## config.mk

```make
export PLATFORM = sky130hd
export DESIGN_NAME = vid_fetch_sched
export DESIGN_NICKNAME = d
export VERILOG_FILES = /design/src/rtl/vid_fetch_sched.sv
export SDC_FILE = /design/constraint.sdc
export NUM_CORES = 1
export LEC_CHECK = 0
export CAP_MARGIN = 20
export CELL_PAD_IN_SITES_DETAIL_PLACEMENT = 2
export CELL_PAD_IN_SITES_GLOBAL_PLACEMENT = 2
export CORE_UTILIZATION = 31
export CTS_CLUSTER_DIAMETER = 80
export CTS_CLUSTER_SIZE = 16
export DETAILED_ROUTE_END_ITERATION = 16
export PLACE_DENSITY_LB_ADDON = 0.3
export SYNTH_ARGS = -nofsm -noshare
export SYNTH_HDL_FRONTEND = slang
export SYNTH_SLANG_ARGS = --single-unit
```

## constraint.sdc

```tcl
create_clock -name clk -period 7.66 [get_ports clk]
set_input_delay 1.532 -clock clk [delete_from_list [all_inputs] [get_ports clk]]
set_output_delay 1.532 -clock clk [all_outputs]
set_load 0.005 [all_outputs]
```

## src/rtl/vid_fetch_sched.sv

```systemverilog
// Pixel-fetch scheduler: walks the frame buffer line by line, issues one burst read
// at a time on the shared bus and pushes returned pixels into the colour FIFOs.
// Bus handshake: reqout=2'b11 is held until ackin; the next cycle is the single
// address phase; beats are accepted only on cycles where cmdin==3'b011.
module vid_fetch_sched #(
  parameter int BURST_LEN  = 4,
  parameter int FIFO_DEPTH = 16
) (
  input  logic        clk,
  input  logic        reset,
  input  logic        enable,
  input  logic        frame_start,
  input  logic [31:0] base_address,
  input  logic [31:0] lineinc,
  input  logic [12:0] hsize,
  input  logic [12:0] vsize,
  input  logic [4:0]  fifo_level,
  input  logic        ackin,
  input  logic [2:0]  cmdin,
  input  logic [31:0] addrdatain,
  output logic [1:0]  reqout,
  output logic [2:0]  cmdout,
  output logic [1:0]  lenout,
  output logic [31:0] addrdataout,
  output logic        fifo_wr,
  output logic [23:0] fifo_rgb,
  output logic        frame_done,
  output logic [2:0]  state_dbg
);

  typedef enum logic [2:0] {
    S_IDLE       = 3'd0,
    S_WAIT_FRAME = 3'd1,
    S_CHECK      = 3'd2,
    S_ARB        = 3'd3,
    S_ADDR       = 3'd4,
    S_DATA       = 3'd5
  } state_t;

  localparam int             BW        = (BURST_LEN > 1) ? $clog2(BURST_LEN) : 1;
  localparam logic [BW-1:0]  LAST_BEAT = BW'(BURST_LEN - 1);
  localparam logic [1:0]     LEN_CODE  = 2'($clog2(BURST_LEN));
  localparam logic [4:0]     LEVEL_MAX = 5'(FIFO_DEPTH - BURST_LEN);
  localparam logic [2:0]     CMD_RDREQ = 3'b010;
  localparam logic [2:0]     CMD_BEAT  = 3'b011;

  state_t        state;
  logic          pending;
  logic [31:0]   addr;
  logic [31:0]   line_addr;
  logic [13:0]   pix_cnt;
  logic [12:0]   line_cnt;
  logic [BW-1:0] beat_cnt;

  logic [13:0]   pix_next;
  logic [12:0]   line_next;
  logic [31:0]   line_addr_next;
  logic          beat_ok;
  logic          last_beat;
  logic          line_end;
  logic          unused_hi;

  assign pix_next       = pix_cnt + 14'd1;
  assign line_next      = line_cnt + 13'd1;
  assign line_addr_next = line_addr + lineinc;
  assign beat_ok        = (cmdin == CMD_BEAT);
  assign last_beat      = (beat_cnt == LAST_BEAT);
  // pix_cnt is one bit wider than hsize so tail beats past hsize cannot wrap it
  assign line_end       = (pix_next >= {1'b0, hsize});
  assign unused_hi      = ^addrdatain[31:24];
  assign state_dbg      = state;

  always_ff @(posedge clk or posedge reset) begin
    if (reset) begin
      state       <= S_IDLE;
      pending     <= 1'b0;
      addr        <= 32'd0;
      line_addr   <= 32'd0;
      pix_cnt     <= 14'd0;
      line_cnt    <= 13'd0;
      beat_cnt    <= '0;
      reqout      <= 2'b00;
      cmdout      <= 3'b000;
      lenout      <= 2'b00;
      addrdataout <= 32'd0;
      fifo_wr     <= 1'b0;
      fifo_rgb    <= 24'd0;
      frame_done  <= 1'b0;
    end else begin
      fifo_wr    <= 1'b0;
      frame_done <= 1'b0;
      if (frame_start && (state != S_WAIT_FRAME))
        pending <= 1'b1;

      case (state)
        S_IDLE: begin
          if (enable)
            state <= S_WAIT_FRAME;
        end

        S_WAIT_FRAME: begin
          if (!enable) begin
            state <= S_IDLE;
          end else if (frame_start || pending) begin
            pending   <= 1'b0;
            addr      <= base_address;
            line_addr <= base_address;
            pix_cnt   <= 14'd0;
            line_cnt  <= 13'd0;
            beat_cnt  <= '0;
            state     <= S_CHECK;
          end
        end

        S_CHECK: begin
          if (!enable) begin
            state <= S_IDLE;
          end else if (pending || (line_cnt == vsize)) begin
            state <= S_WAIT_FRAME;
          end else if (fifo_level <= LEVEL_MAX) begin
            reqout <= 2'b11;
            state  <= S_ARB;
          end
        end

        S_ARB: begin
          if (ackin) begin
            reqout      <= 2'b00;
            cmdout      <= CMD_RDREQ;
            lenout      <= LEN_CODE;
            addrdataout <= addr;
            state       <= S_ADDR;
          end
        end

        S_ADDR: begin
          cmdout      <= 3'b000;
          lenout      <= 2'b00;
          addrdataout <= 32'd0;
          state       <= S_DATA;
        end

        S_DATA: begin
          if (beat_ok) begin
            fifo_wr  <= (pix_cnt < {1'b0, hsize});
            fifo_rgb <= addrdatain[23:0];
            if (last_beat) begin
              beat_cnt <= '0;
              // enable is only honoured here so a granted burst always completes
              state    <= enable ? S_CHECK : S_IDLE;
              if (line_end) begin
                line_addr <= line_addr_next;
                addr      <= line_addr_next;
                pix_cnt   <= 14'd0;
                line_cnt  <= line_next;
                if (line_next == vsize)
                  frame_done <= 1'b1;
              end else begin
                addr    <= addr + 32'd4;
                pix_cnt <= pix_next;
              end
            end else begin
              beat_cnt <= beat_cnt + 1'b1;
              pix_cnt  <= pix_next;
              addr     <= addr + 32'd4;
            end
          end
        end

        default: state <= S_IDLE;
      endcase
    end
  end

endmodule

```

==> run_results.csv <==
group,metric,value,unit
logic_synthesis,synthArstFlopShare,100,%
clock_network,numClockSinks,157,
placement,place_ws,1860,ps
floorplanning,die_w,182,µm
setup_path,cp-start-kind,"input pin",
route,drc_errors,0,
route,wl,37500,µm
clock_network,cts_tree,"yes",
finish,fill_cells,3497,
setup_path,crit_path_max_fanout,18,
hold_path,hp-start,"fifo_rgb[21]",
clock_network,cts_root_buf,"clkbuf_16",
clock_network,cts_made_buffers,17,
setup_path,r2r_slack,3060,ps
sta,worstMarginPinSlew,1120,ps
setup_path,cp.arrival,5340,ps
floorplanning,io_pins,203,
pwr,power_density,343,nW/µm²
sta,rsz0062_at_grt,"false",
sta,fin_skew,18.3,ps
floorplanning,initial_core_util,31.7,%
placement,dp_hpwl,27000,µm
sta,timing.fmax,202,MHz
logic_synthesis,synth_area_leader_cell,"dfrtp_1",
logic_synthesis,synth.top_cell.area_share,39.1,%
sta,period_needed,4950,ps
grt,antenna_found_initial,0,
route,wl_per_cell,21.5,µm
floorplanning,die_h,182,µm
placement,portBuffers,191,
route,num_vias,9608,
hold_path,worst_hold_path.num_cells,2,
pwr,p_leak,5.65,nW
logic_synthesis,ys_warn_count,0,
floorplanning,rows,65,
logic_synthesis,synth.most_common_cell,"nand2_1",
grt,grt_pass1_wl,60300,µm
sta,worst_slack,2710,ps
grt,grt_remaining_overflow,0,
grt,grt_max_degree,80,
clock_network,htree_num_levels,4,
grt,grt_pass1_vias,10761,
run,cap_violations,0,
outcome,status,"completed",
setup_path,crit_path_end_kind,"flip-flop",
floorplanning,dieArea,33100,µm²
logic_synthesis,yosysSeqAreaShare,39.1,%
clock_network,post_cts_resized,0,
logic_synthesis,syn_inst,1165,
route,postRouteAntennaNets,0,
clock_network,path_clk_slew,80,ps
route,post_drt_via_cell_ratio,5.53,
sta,period_share,64.7,%
sta,drv_slew,0,
logic_synthesis,ys_seq_elements,157,
logic_synthesis,synth_ff_type,"dfrtp_1",
hold_path,hp-class,"flip-flop to flip-flop",
setup_path,reg2reg_depth,14,
sta,relSlewSlack,24.8,%
clock_network,clkLatencyLatePin,460,ps
sta,setup_violations,0,
finish,drive_gt1_share,5.46,%
grt,grt_use_total,23.3,%
clock_network,holdBufCountCts,0,
setup_path,path_class,"input pin to flip-flop",
route,first_iter_violations,384,
logic_synthesis,synth.cell_area,10100,µm²
placement,place.gp.congestion,0.820,
clock_network,post_cts_buffers,0,
logic_synthesis,syn_avg_cell_area,8.63,µm²
placement,dp_cells,1707,
pwr,peakVddDrop,0.166,mV
clock_network,clockBufferDepth,2,
floorplanning,core,31700,µm²
logic_synthesis,synth_cell_types,69,
sta,hold_violations,0,
finish,num_antenna_cells,0,
hold_path,min_to,"fifo_rgb[21]",
logic_synthesis,synth_area_leaders,"dfrtp_1 (39%), nand2_1 (8.5%), ha_1 (7.6%), xnor2_1 (4.0%), xor2_1 (3.6%)",
logic_synthesis,ys_top_cells_by_count,"nand2_1 (227), dfrtp_1 (157), nor2_1 (87), a21oi_1 (71), ha_1 (61)",
logic_synthesis,synth_edf_count,0,
finish,area_growth,29.0,%
finish,utilization,40.9,%
finish,nNetsFinal,1522,
setup_path,r2r_start,"pix_cnt[0]",
setup_path,r2r-end,"addr[0]",
sta,setup_tns,0,ps
finish,fin_cells,1739,
setup_path,crit_required,8050,ps
route,drt-pass1-iter-count,5,
## cell usage in the layout (no fill, tap or decap), types with 5 or more instances in the layout
master and n:
a21o_1 16, nor2_1 85, buf_4 15, inv_6 5
nor3_1 14, nor3b_1 5, o31ai_1 9, clkbuf_16 17
o211ai_1 13, nand2_1 226, mux2i_1 6, o22ai_1 6
xor2_1 41, xnor2_1 46, nor2b_1 6, clkdlybuf4s50_1 191
o21bai_1 5, dfrtp_1 157, ha_1 61, nand3_1 39
nand2b_1 7, o21a_1 18, nand4_1 15, a22o_1 30
a211oi_1 10, inv_1 21, nor4_1 7, and3_1 19
a31oi_1 30, o21ai_0 49, and2_1 9, a21oi_1 71
and4_1 5
## flip-flops by register name (all words and copies together), names as in the netlist
register / count
pix_cnt: 14
pending: 1
frame_done: 1
addr: 32
fifo_rgb: 24
addrdataout: 32
line_addr: 32
fifo_wr: 1
lenout: 1
reqout: 1
state_dbg: 3
line_cnt: 13
beat_cnt: 2
## how the worst max path moves through the flow
stage | start | end | slack (ps) | depth (start not counted)
final | vsize[10] | addrdataout[29] | 2710 | 11
after global routing | vsize[10] | addrdataout[31] | 2480 | 11
after CTS | vsize[10] | addrdataout[29] | 2280 | 10
after detailed placement | vsize[10] | addrdataout[28] | 1860 | 10
after global placement | vsize[10] | addrdataout[29] | 1860 | 10
after floorplan | reset | addr[0] | 1890 | 1
## layout make-up
type                       instances  area (µm²)  area share, %
clock buffer                      17         425           3.28
clock inverter                    14         199           1.53
tap                              402         503           3.88
inverter                          22        87.6          0.676
multi-input combinational        920        5780           44.6
timing repair buffer             207        2040           15.7
sequential                       157        3930           30.3
## layer usage
layer / part of all wire (%) / global-route usage [%] / vias up
met5: 0 / 0 / -
met4: 3.0 / 9.08 / 0
met3: 4.4 / 4.29 / 58
met2: 50 / 41.0 / 220
met1: 43 / 28.2 / 4876
li1: - / - / 4454
## stage by stage
step / power, mW / instance area [µm²] / hold slack, ps
floorplan: 2.63 / 10100 / 453
global placement: 3.42 / 12300 / 457
detailed placement: 3.50 / 12300 / 466
CTS: 4.49 / 12900 / 487
global route: 4.75 / 13000 / 512
finish: 4.45 / 13000 / 480
## cell families after synthesis
logic type	share of synthesized area, %
compound gates	20.7
other cells	0.0373
flops	39.1
fa+ha+maj	7.79
mux	0.934
buf+inv	3.73
simple gates	20.2
xor+xnor	7.58
## critical path, cell delays in order
cell and delay [ps]:
clkdlybuf4s50_1 520, xor2_1 200, nor4_1 250, nand4_1 120
nor4_1 810, nor4_1 230, a311oi_2 530, and2_1 590
buf_8 250, buf_4 150, a22o_1 150
## power by group
group,leakage (nW),switching (mW),internal [mW]
sequential,1.99,0.308,1.13
combinational,3.36,1.14,0.924
clock,0.299,0.419,0.525
Note: power is estimated with default switching activity, not from simulation.
